[config.mk]
export PLATFORM = sky130hd
export DESIGN_NAME = systolic_ctrl
export DESIGN_NICKNAME = d
export VERILOG_FILES = /design/src/rtl/systolic_pkg.sv /design/src/rtl/systolic_lane_mask.sv /design/src/rtl/systolic_ctrl.sv
export SDC_FILE = /design/constraint.sdc
export NUM_CORES = 1
export LEC_CHECK = 0
export CORE_ASPECT_RATIO = 0.8
export CORE_UTILIZATION = 40
export CTS_BUF_LIST = sky130_fd_sc_hd__clkbuf_8 sky130_fd_sc_hd__clkbuf_16
export DETAILED_ROUTE_END_ITERATION = 10
export DONT_BUFFER_PORTS = 1
export SLEW_MARGIN = 20
export SYNTH_ARGS = -nofsm -noshare
export SYNTH_HDL_FRONTEND = slang
export SYNTH_SLANG_ARGS = --single-unit
[constraint.sdc]
create_clock -name clk_i -period 6.4 [get_ports clk_i]
set_input_delay 1.28 -clock clk_i [delete_from_list [all_inputs] [get_ports clk_i]]
set_output_delay 1.28 -clock clk_i [all_outputs]
set_load 0.005 [all_outputs]
[src/rtl/systolic_pkg.sv]
// Shared types and defaults for the systolic array sequencer.
package systolic_pkg;

  localparam int N_DEF   = 4;
  localparam int K_W_DEF = 16;

  typedef enum logic [2:0] {
    IDLE,
    CLEAR,
    FEED,
    DRAIN,
    READ
  } state_e;

endpackage

[src/rtl/systolic_lane_mask.sv]
// Combinational per-lane feed-valid generator for the skewed operand feed.
module systolic_lane_mask
  import systolic_pkg::*;
#(
  parameter int N   = N_DEF,
  parameter int K_W = K_W_DEF
) (
  input  logic [K_W:0]   feed_idx_i,
  input  logic [K_W-1:0] k_len_i,
  output logic [N-1:0]   lane_valid_o
);

  // Lane r lags the base counter by r; the extra index bit keeps idx - r from wrapping.
  for (genvar r = 0; r < N; r++) begin : g_lane
    logic [K_W:0] laneOfs;
    assign laneOfs = feed_idx_i - (K_W+1)'(r);
    assign lane_valid_o[r] = (feed_idx_i >= (K_W+1)'(r)) && (laneOfs < {1'b0, k_len_i});
  end

endmodule

[src/rtl/systolic_ctrl.sv]
// Sequencer for an NxN systolic array: clear, skewed feed, pipeline drain, and
// row-by-row result handshake.
module systolic_ctrl
  import systolic_pkg::*;
#(
  parameter int N        = N_DEF,
  parameter int K_W      = K_W_DEF,
  parameter int PIPE_LAT = 4,
  parameter int RD_LAT   = 1,
  localparam int ROW_W   = (N > 1) ? $clog2(N) : 1
) (
  input  logic             clk_i,
  input  logic             rst_ni,
  input  logic             start_i,
  input  logic [K_W-1:0]   k_len_i,
  input  logic [31:0]      cfg_offset_i,
  output logic [31:0]      offset_o,
  output logic             busy_o,
  output logic             pe_rst_n_o,
  output logic [K_W-1:0]   feed_idx_o,
  output logic [N-1:0]     lane_valid_o,
  output logic [ROW_W-1:0] rd_row_o,
  output logic             rd_valid_o,
  input  logic             rd_ready_i,
  output logic             done_o
);

  localparam int DRAIN_CYC = N - 1 + PIPE_LAT + RD_LAT;

  state_e           state_q;
  logic [K_W-1:0]   kLen_q;
  logic [31:0]      offset_q;
  logic             busy_q;
  logic             peRstN_q;
  logic [K_W:0]     feedCnt_q;
  logic [K_W:0]     feedCnt_d;
  logic [K_W:0]     lastIdx;
  logic [N-1:0]     laneValid_q;
  logic [N-1:0]     laneValid_d;
  logic [7:0]       drainCnt_q;
  logic [ROW_W-1:0] rdRow_q;
  logic             rdValid_q;
  logic             done_q;

  // Counter runs one bit wider than the port so k_len near 2^K_W never wraps.
  assign lastIdx   = {1'b0, kLen_q} + (K_W+1)'(N - 2);
  assign feedCnt_d = (state_q == CLEAR) ? '0 : feedCnt_q + (K_W+1)'(1);

  systolic_lane_mask #(
    .N   (N),
    .K_W (K_W)
  ) u_lane_mask (
    .feed_idx_i   (feedCnt_d),
    .k_len_i      (kLen_q),
    .lane_valid_o (laneValid_d)
  );

  always_ff @(posedge clk_i or negedge rst_ni) begin
    if (!rst_ni) begin
      state_q     <= IDLE;
      kLen_q      <= '0;
      offset_q    <= '0;
      busy_q      <= 1'b0;
      peRstN_q    <= 1'b0;
      feedCnt_q   <= '0;
      laneValid_q <= '0;
      drainCnt_q  <= '0;
      rdRow_q     <= '0;
      rdValid_q   <= 1'b0;
      done_q      <= 1'b0;
    end else begin
      done_q <= 1'b0;
      case (state_q)
        IDLE: begin
          peRstN_q <= 1'b1;
          if (start_i) begin
            kLen_q   <= k_len_i;
            offset_q <= cfg_offset_i;
            busy_q   <= 1'b1;
            peRstN_q <= 1'b0;
            state_q  <= CLEAR;
          end
        end
        CLEAR: begin
          peRstN_q   <= 1'b1;
          feedCnt_q  <= feedCnt_d;
          drainCnt_q <= '0;
          if (kLen_q == '0) begin
            state_q <= DRAIN;
          end else begin
            laneValid_q <= laneValid_d;
            state_q     <= FEED;
          end
        end
        FEED: begin
          if (feedCnt_q == lastIdx) begin
            laneValid_q <= '0;
            drainCnt_q  <= '0;
            state_q     <= DRAIN;
          end else begin
            feedCnt_q   <= feedCnt_d;
            laneValid_q <= laneValid_d;
          end
        end
        DRAIN: begin
          if (drainCnt_q == 8'(DRAIN_CYC - 1)) begin
            rdRow_q   <= '0;
            rdValid_q <= 1'b1;
            state_q   <= READ;
          end else begin
            drainCnt_q <= drainCnt_q + 8'd1;
          end
        end
        READ: begin
          if (rd_ready_i) begin
            if (rdRow_q == ROW_W'(N - 1)) begin
              rdRow_q   <= '0;
              rdValid_q <= 1'b0;
              done_q    <= 1'b1;
              busy_q    <= 1'b0;
              state_q   <= IDLE;
            end else begin
              rdRow_q <= rdRow_q + ROW_W'(1);
            end
          end
        end
        default: state_q <= IDLE;
      endcase
    end
  end

  assign offset_o     = offset_q;
  assign busy_o       = busy_q;
  assign pe_rst_n_o   = peRstN_q;
  assign feed_idx_o   = feedCnt_q[K_W-1:0];
  assign lane_valid_o = laneValid_q;
  assign rd_row_o     = rdRow_q;
  assign rd_valid_o   = rdValid_q;
  assign done_o       = done_q;

endmodule
==> reports/results.ini, run 1 <==
[placed_design]
place_hpwl_mm = 14.8
pre_cts_ws_ns = 1.51
port_buffers = 0
place_congestion = 0.968

[power_and_ir_drop]
irDropWorstVdd_mv = 0.279
power_leakage_nw = 3.33
power_density_mw_per_mm2 = 548
power_mw = 4.14

[grt]
first_global_vias = 5514
globalRoute.totalOverflow = 0
grt_usage_pct = 22.2
grt_max_degree = 87
grt_pass1_wl_mm = 31.6
antenna_found_initial = 0

[sta]
hold_viol = 0
fin_crit_ns = 4.94
grt_setup_unrepaired = false
finalCritPeriodShare_pct = 77.2
hold-worst-slack_ns = 0.534
clock_skew_ns = 0.0138
tns_ns = 0
fmax_ghz = 0.202
relSlewSlack_pct = 25.5
setup_viol = 0
setup_slack_ns = 1.46
tightest_slew_ns = 1.09
final_max_slew_viol_count = 0

[finish]
drive_gt1_share_pct = 11.2
syn2layout_area_growth_pct = 4.92
nFillCells = 1705
final_net_count = 877
diodes = 0

[routing]
wire_per_inst_um = 19.8
ant_nets = 0
num_vias = 5744
totalWireLength_mm = 19.5
drc = 13
viasPerCell = 5.84
dr.pass1.iters = 8
dr.first_iter.drc_count = 525

[outcome]
status = complete, but fails checks
failed_checks = design-rule violations

[synthesis]
yosysSeqAreaShare_pct = 29.9
yosys_warnings = 0
synth_cell_types = 81
yosys.area.top_type = dfrtp_1
synth-edff-count = 0
avgSynthCellArea_um2 = 9.15
netlist_instances = 786
synthTopCellsByArea = dfrtp_1, ha_1, mux2_2, xnor2_1, nand2_1
netlist_area_mm2 = 0.00719
syn_nets = 909
ys_ff_latch = 86
synth_common_cells = dfrtp_1, nand2_1, ha_1
synth_top_area_share_pct = 29.9
async_reset_ff_share_pct = 100
yosysMostFrequentCell = dfrtp_1
ys.flop_type = dfrtp_1

[setup_path]
arrival_ns = 5.21
cp-end-kind = flip-flop
criticalPathCategory = flip-flop to flip-flop
crit_required_ns = 6.67
worstPathMaxFanout = 11
start_kind = flip-flop

[clock_tree]
root_buffer = clkbuf_16
ctsResizeCount = 0
cts_tree = built
numCtsBuffers = 9
postCtsSetupRepairBufs = 0
cts_num_sinks = 86
clk_latency_ns = 0.37
clk_pin_slew_ns = 0.08
clk_path_buf_depth = 2
hold_buffers = 0
htree_levels = 3

[floorplanning]
die_area_mm2 = 0.0185
dieWidth_um = 152
initial_core_util_pct = 41.1
fp.dieH_um = 122
coreArea_mm2 = 0.0175
num_io_pins = 110
floorplan.rows = 43

[hold_path]
hold_path_class = flip-flop to flip-flop

[job]
maxCapViolCount = 0

through the flow:
step                      std cells  area, um^2  util [%]
final                           984        7550      43.2
after global routing            984        7550      43.2
after CTS                       984        7550      43.2
after detailed placement        968        7230      41.4
after global placement          968        7230      41.4
after floorplan                 786        7190         -
placed cells by master (no fill, tap or decap), types with 9 or more instances in the layout:
cell	count
nor4_1	14
ha_1	71
dfrtp_1	86
mux2i_1	16
xnor2_1	48
and3_1	9
nor2_1	39
a21o_1	13
xor2_1	20
mux2_2	39
o21ai_0	39
clkbuf_16	9
inv_1	32
nand4_1	12
nand2b_1	16
nor3_1	20
a21oi_1	30
nand3_1	31
nand2_1	80
worst max-delay path: stages, from the launching register on:
cell       delay (ns)
dfrtp_1          0.57
ha_1             0.47
xnor2_1          0.11
nor2_1           0.34
inv_1            0.15
ha_1             0.30
nor2b_1          0.17
a32o_1           0.28
a41oi_1          0.32
nand2b_1         0.23
nand2b_1         0.16
a21oi_1          0.06
xor2_1           0.16
ha_1             0.30
a21oi_1          0.14
nor2b_1          0.06
a2111oi_0        0.37
a31oi_1          0.12
or2_2            0.29
o41ai_2          0.26
report_power, final:
group | leakage, nW | internal (mW) | switching (mW)
registers | 1.08 | 0.744 | 0.278
logic | 2.09 | 1.10 | 1.44
clock network | 0.152 | 0.320 | 0.249
total | 3.33 | 2.17 | 1.97
path summary, 6_finish.rpt:
kind,cells past startpoint,startpoint,slack [ns],to
hold / removal,2,pe_rst_n_o,0.53,pe_rst_n_o
hold reg to reg,2,pe_rst_n_o,0.53,pe_rst_n_o
min in group asynchronous,0,rst_ni,0.61,offset_o[19]
setup reg to reg,19,feedCnt_q[0],1.46,lane_valid_o[1]
setup / recovery,19,feedCnt_q[0],1.46,lane_valid_o[1]
max in group asynchronous,0,rst_ni,5.65,kLen_q[10]
sequential cells by signal, indices dropped and copies added, names as in the netlist:
| signal | count |
|---|---|
| offset_o | 32 |
| feedCnt_q | 17 |
| kLen_q | 16 |
| drainCnt_q | 8 |
| lane_valid_o | 4 |
| state_q | 3 |
| rd_row_o | 2 |
| busy_o | 1 |
| done_o | 1 |
| pe_rst_n_o | 1 |
| rd_valid_o | 1 |
cell families after synthesis:
family,Yosys count,synth area share (%)
XOR/XNOR,69,8.59
flip-flops,86,29.9
adder cells (fa/ha/maj),72,12.5
AND/OR/NAND/NOR,269,20.0
AO/OA/AOI/OAI,149,14.4
buffers and inverters,84,5.93
multiplexers,57,8.72
metal layers:
layer / routed length, um / vias to the layer above / track usage, %
met5: 0 / - / 0
met4: 355 / 0 / 6.25
met3: 1840 / 33 / 6.87
met2: 7510 / 234 / 31.4
met1: 9760 / 2716 / 32.1
li1: - / 2761 / -
layout make-up:
| class | count | area, um^2 | share of cell area (%) |
|---|---|---|---|
| multi-input combinational | 616 | 4610 | 61.2 |
| tap | 225 | 282 | 3.73 |
| inverter | 33 | 124 | 1.64 |
| clock inverter | 6 | 75.1 | 0.995 |
| timing repair buffer | 8 | 60.1 | 0.796 |
| sequential | 86 | 2150 | 28.5 |
| clock buffer | 10 | 239 | 3.17 |
Power figures use the tool's default switching activity.
==> run 2, diff against run 1 <==
==> constraint.sdc (replaced) <==
create_clock -name clk_i -period 4.4 [get_ports clk_i]
set_input_delay 0.88 -clock clk_i [delete_from_list [all_inputs] [get_ports clk_i]]
set_output_delay 0.88 -clock clk_i [all_outputs]
set_load 0.005 [all_outputs]
==> reports/results.ini, run 2 (synthesis results as in run 1) <==
[setup_path]
start_kind = flip-flop
arrival_ns = 4.39  ; -0.82 ns
criticalPathCategory = flip-flop to flip-flop
path_cells = ha_2 > xnor2_1 > nor2_1 > inv_1 > ha_4 > nor2b_1 > a32o_1 > a41oi_2 > nand2b_4 > nand2b_1 > a21oi_1 > xor2_1 > ha_1 > a21oi_1 > nor2b_1 > a2111oi_2 > a31oi_1 > or2_2 > o41ai_2
cp.buffers_inverters = 1  ; unchanged
critPathTopFamily = compound AO/OA/AOI/OAI gates
worstPathMaxFanout = 7  ; -4
crit_required_ns = 4.65  ; -2.02 ns
cp-end-kind = flip-flop
worst_path_max_delay_cell = dfrtp_1
critPathMaxStageDelay_ns = 0.38  ; -0.19 ns

[placed_design]
place_congestion = 0.938  ; -3.1%
dp_cells = 996  ; +2.9%
port_buffers = 0  ; unchanged
pre_cts_ws_ns = 0.0916  ; -1.42 ns
place_hpwl_mm = 15.4  ; +3.9%

[floorplanning]
fp.dieH_um = 122  ; unchanged
floorplan.rows = 43  ; unchanged
coreArea_mm2 = 0.0175  ; unchanged
die_area_mm2 = 0.0185  ; unchanged
initial_core_util_pct = 41.1  ; unchanged
dieWidth_um = 152  ; unchanged
num_io_pins = 110  ; unchanged

[power_and_ir_drop]
irDropWorstVdd_mv = 0.349  ; +25%
power_leakage_nw = 3.47  ; +4.2%
power_density_mw_per_mm2 = 793  ; +45%

[routing]
dr.first_iter.drc_count = 559  ; +6.5%
ant_nets = 0  ; unchanged
dr.pass1.iters = 8  ; unchanged
drc = 11  ; -2
totalWireLength_mm = 20.2  ; +3.5%
viasPerCell = 5.78  ; -1.1%
wire_per_inst_um = 19.9  ; +0.58%
num_vias = 5851  ; +1.9%

[sta]
hold-worst-slack_ns = 0.208  ; -0.326 ns
relSlewSlack_pct = 50.3  ; +25 points
tightest_slew_ns = 0.725  ; -0.362 ns
fin_crit_ns = 4.13  ; -0.808 ns
setup_viol = 0  ; unchanged
finalCritPeriodShare_pct = 94.0  ; +17 points
final_max_slew_viol_count = 0  ; unchanged
setup_slack_ns = 0.265  ; -1.19 ns
fmax_ghz = 0.242  ; +20%
clock_skew_ns = 0.00788  ; -0.00587 ns
hold_viol = 0  ; unchanged

[clock_tree]
hold_buffers = 0  ; unchanged
cts_num_sinks = 86  ; unchanged
clk_pin_slew_ns = 0.07  ; about the same
cts_tree = built
numCtsBuffers = 9  ; unchanged
htree_levels = 3  ; unchanged
clk_path_buf_depth = 2  ; unchanged
clk_latency_ns = 0.36  ; about the same
root_buffer = clkbuf_16

[finish]
final_net_count = 906  ; +3.3%
layout.cells.non_filler = 1013  ; +2.9%
syn2layout_area_growth_pct = 8.28
final_cell_mix = dfrtp_1, nand2_1, ha_1, xnor2_1
drive_gt1_share_pct = 15.4  ; +4.2 points
largest_reg_flops = 32  ; unchanged
layout_commonest_cell = dfrtp_1
diodes = 0  ; unchanged

[grt]
grt_use_met1_pct = 33.8  ; +1.8 points
globalRoute.totalOverflow = 0  ; unchanged
grt_pass1_wl_mm = 32.0  ; +1.4%
grt.busiest_layer = met1
gr-usage-met2_pct = 32.3  ; +0.90 points
first_global_vias = 5606  ; +1.7%
grtUsageMet3_pct = 4.94  ; -1.9 points
antenna_found_initial = 0  ; unchanged
grt_usage_pct = 22.6  ; +0.41 points
grt_max_degree = 87  ; unchanged

[job]
maxCapViolCount = 0  ; unchanged

[hold_path]
hold_path_class = input port to asynchronous set/reset pin

[outcome]
status = complete, but fails checks
failed_checks = design-rule violations

==> run 2: power by group <==
group	switching [mW]	internal, mW
Combinational	2.24	1.75
Sequential	0.339	1.08
Clock	0.362	0.397
Total	2.94	3.23
==> run 2: cell type report <==
type	instances	area, um^2
clock buffers	9	225
clock inverters	7	67.6
fillers	1676	9700
inverters	33	124
multi-input cells	616	4660
flip-flops and latches	86	2150
well taps	225	282
repair buffers	37	278
==> run 2: worst paths after layout <==
path,start,endpoint,slack [ns],depth (start not counted)
setup / recovery,feedCnt_q[0],lane_valid_o[1],0.27,19
hold / removal,rst_ni,offset_o[17],0.21,0
setup reg to reg,feedCnt_q[0],lane_valid_o[1],0.27,19
hold reg to reg,lane_valid_o[0],lane_valid_o[0],0.52,2
max in group asynchronous,rst_ni,kLen_q[13],4.04,0
min in group clk_i,lane_valid_o[0],lane_valid_o[0],0.52,2
==> run 2: per-layer routing <==
metal	vias up	part of all wire [%]	routed length, um
li1	2827	-	-
met1	2784	51	10200
met2	219	40	7990
met3	21	8.2	1640
met4	0	1.3	269
met5	-	0	0
==> run 2: stage by stage <==
stage               instance area, um^2  power [mW]   TNS, ns  util (%)
floorplan                          7190        4.23         0         -
global placement                   7440        5.21         0      42.6
detailed placement                 7440        5.26         0      42.6
CTS                                7730        6.06         0      44.2
global route                       7790        6.72  -0.00703      44.5
finish                             7790        6.17         0      44.5
==> run 2: timing repair <==
action,in CTS,in global routing
setup endpoints to repair,0,2
setup buffers,0,1
gates resized for setup,0,10
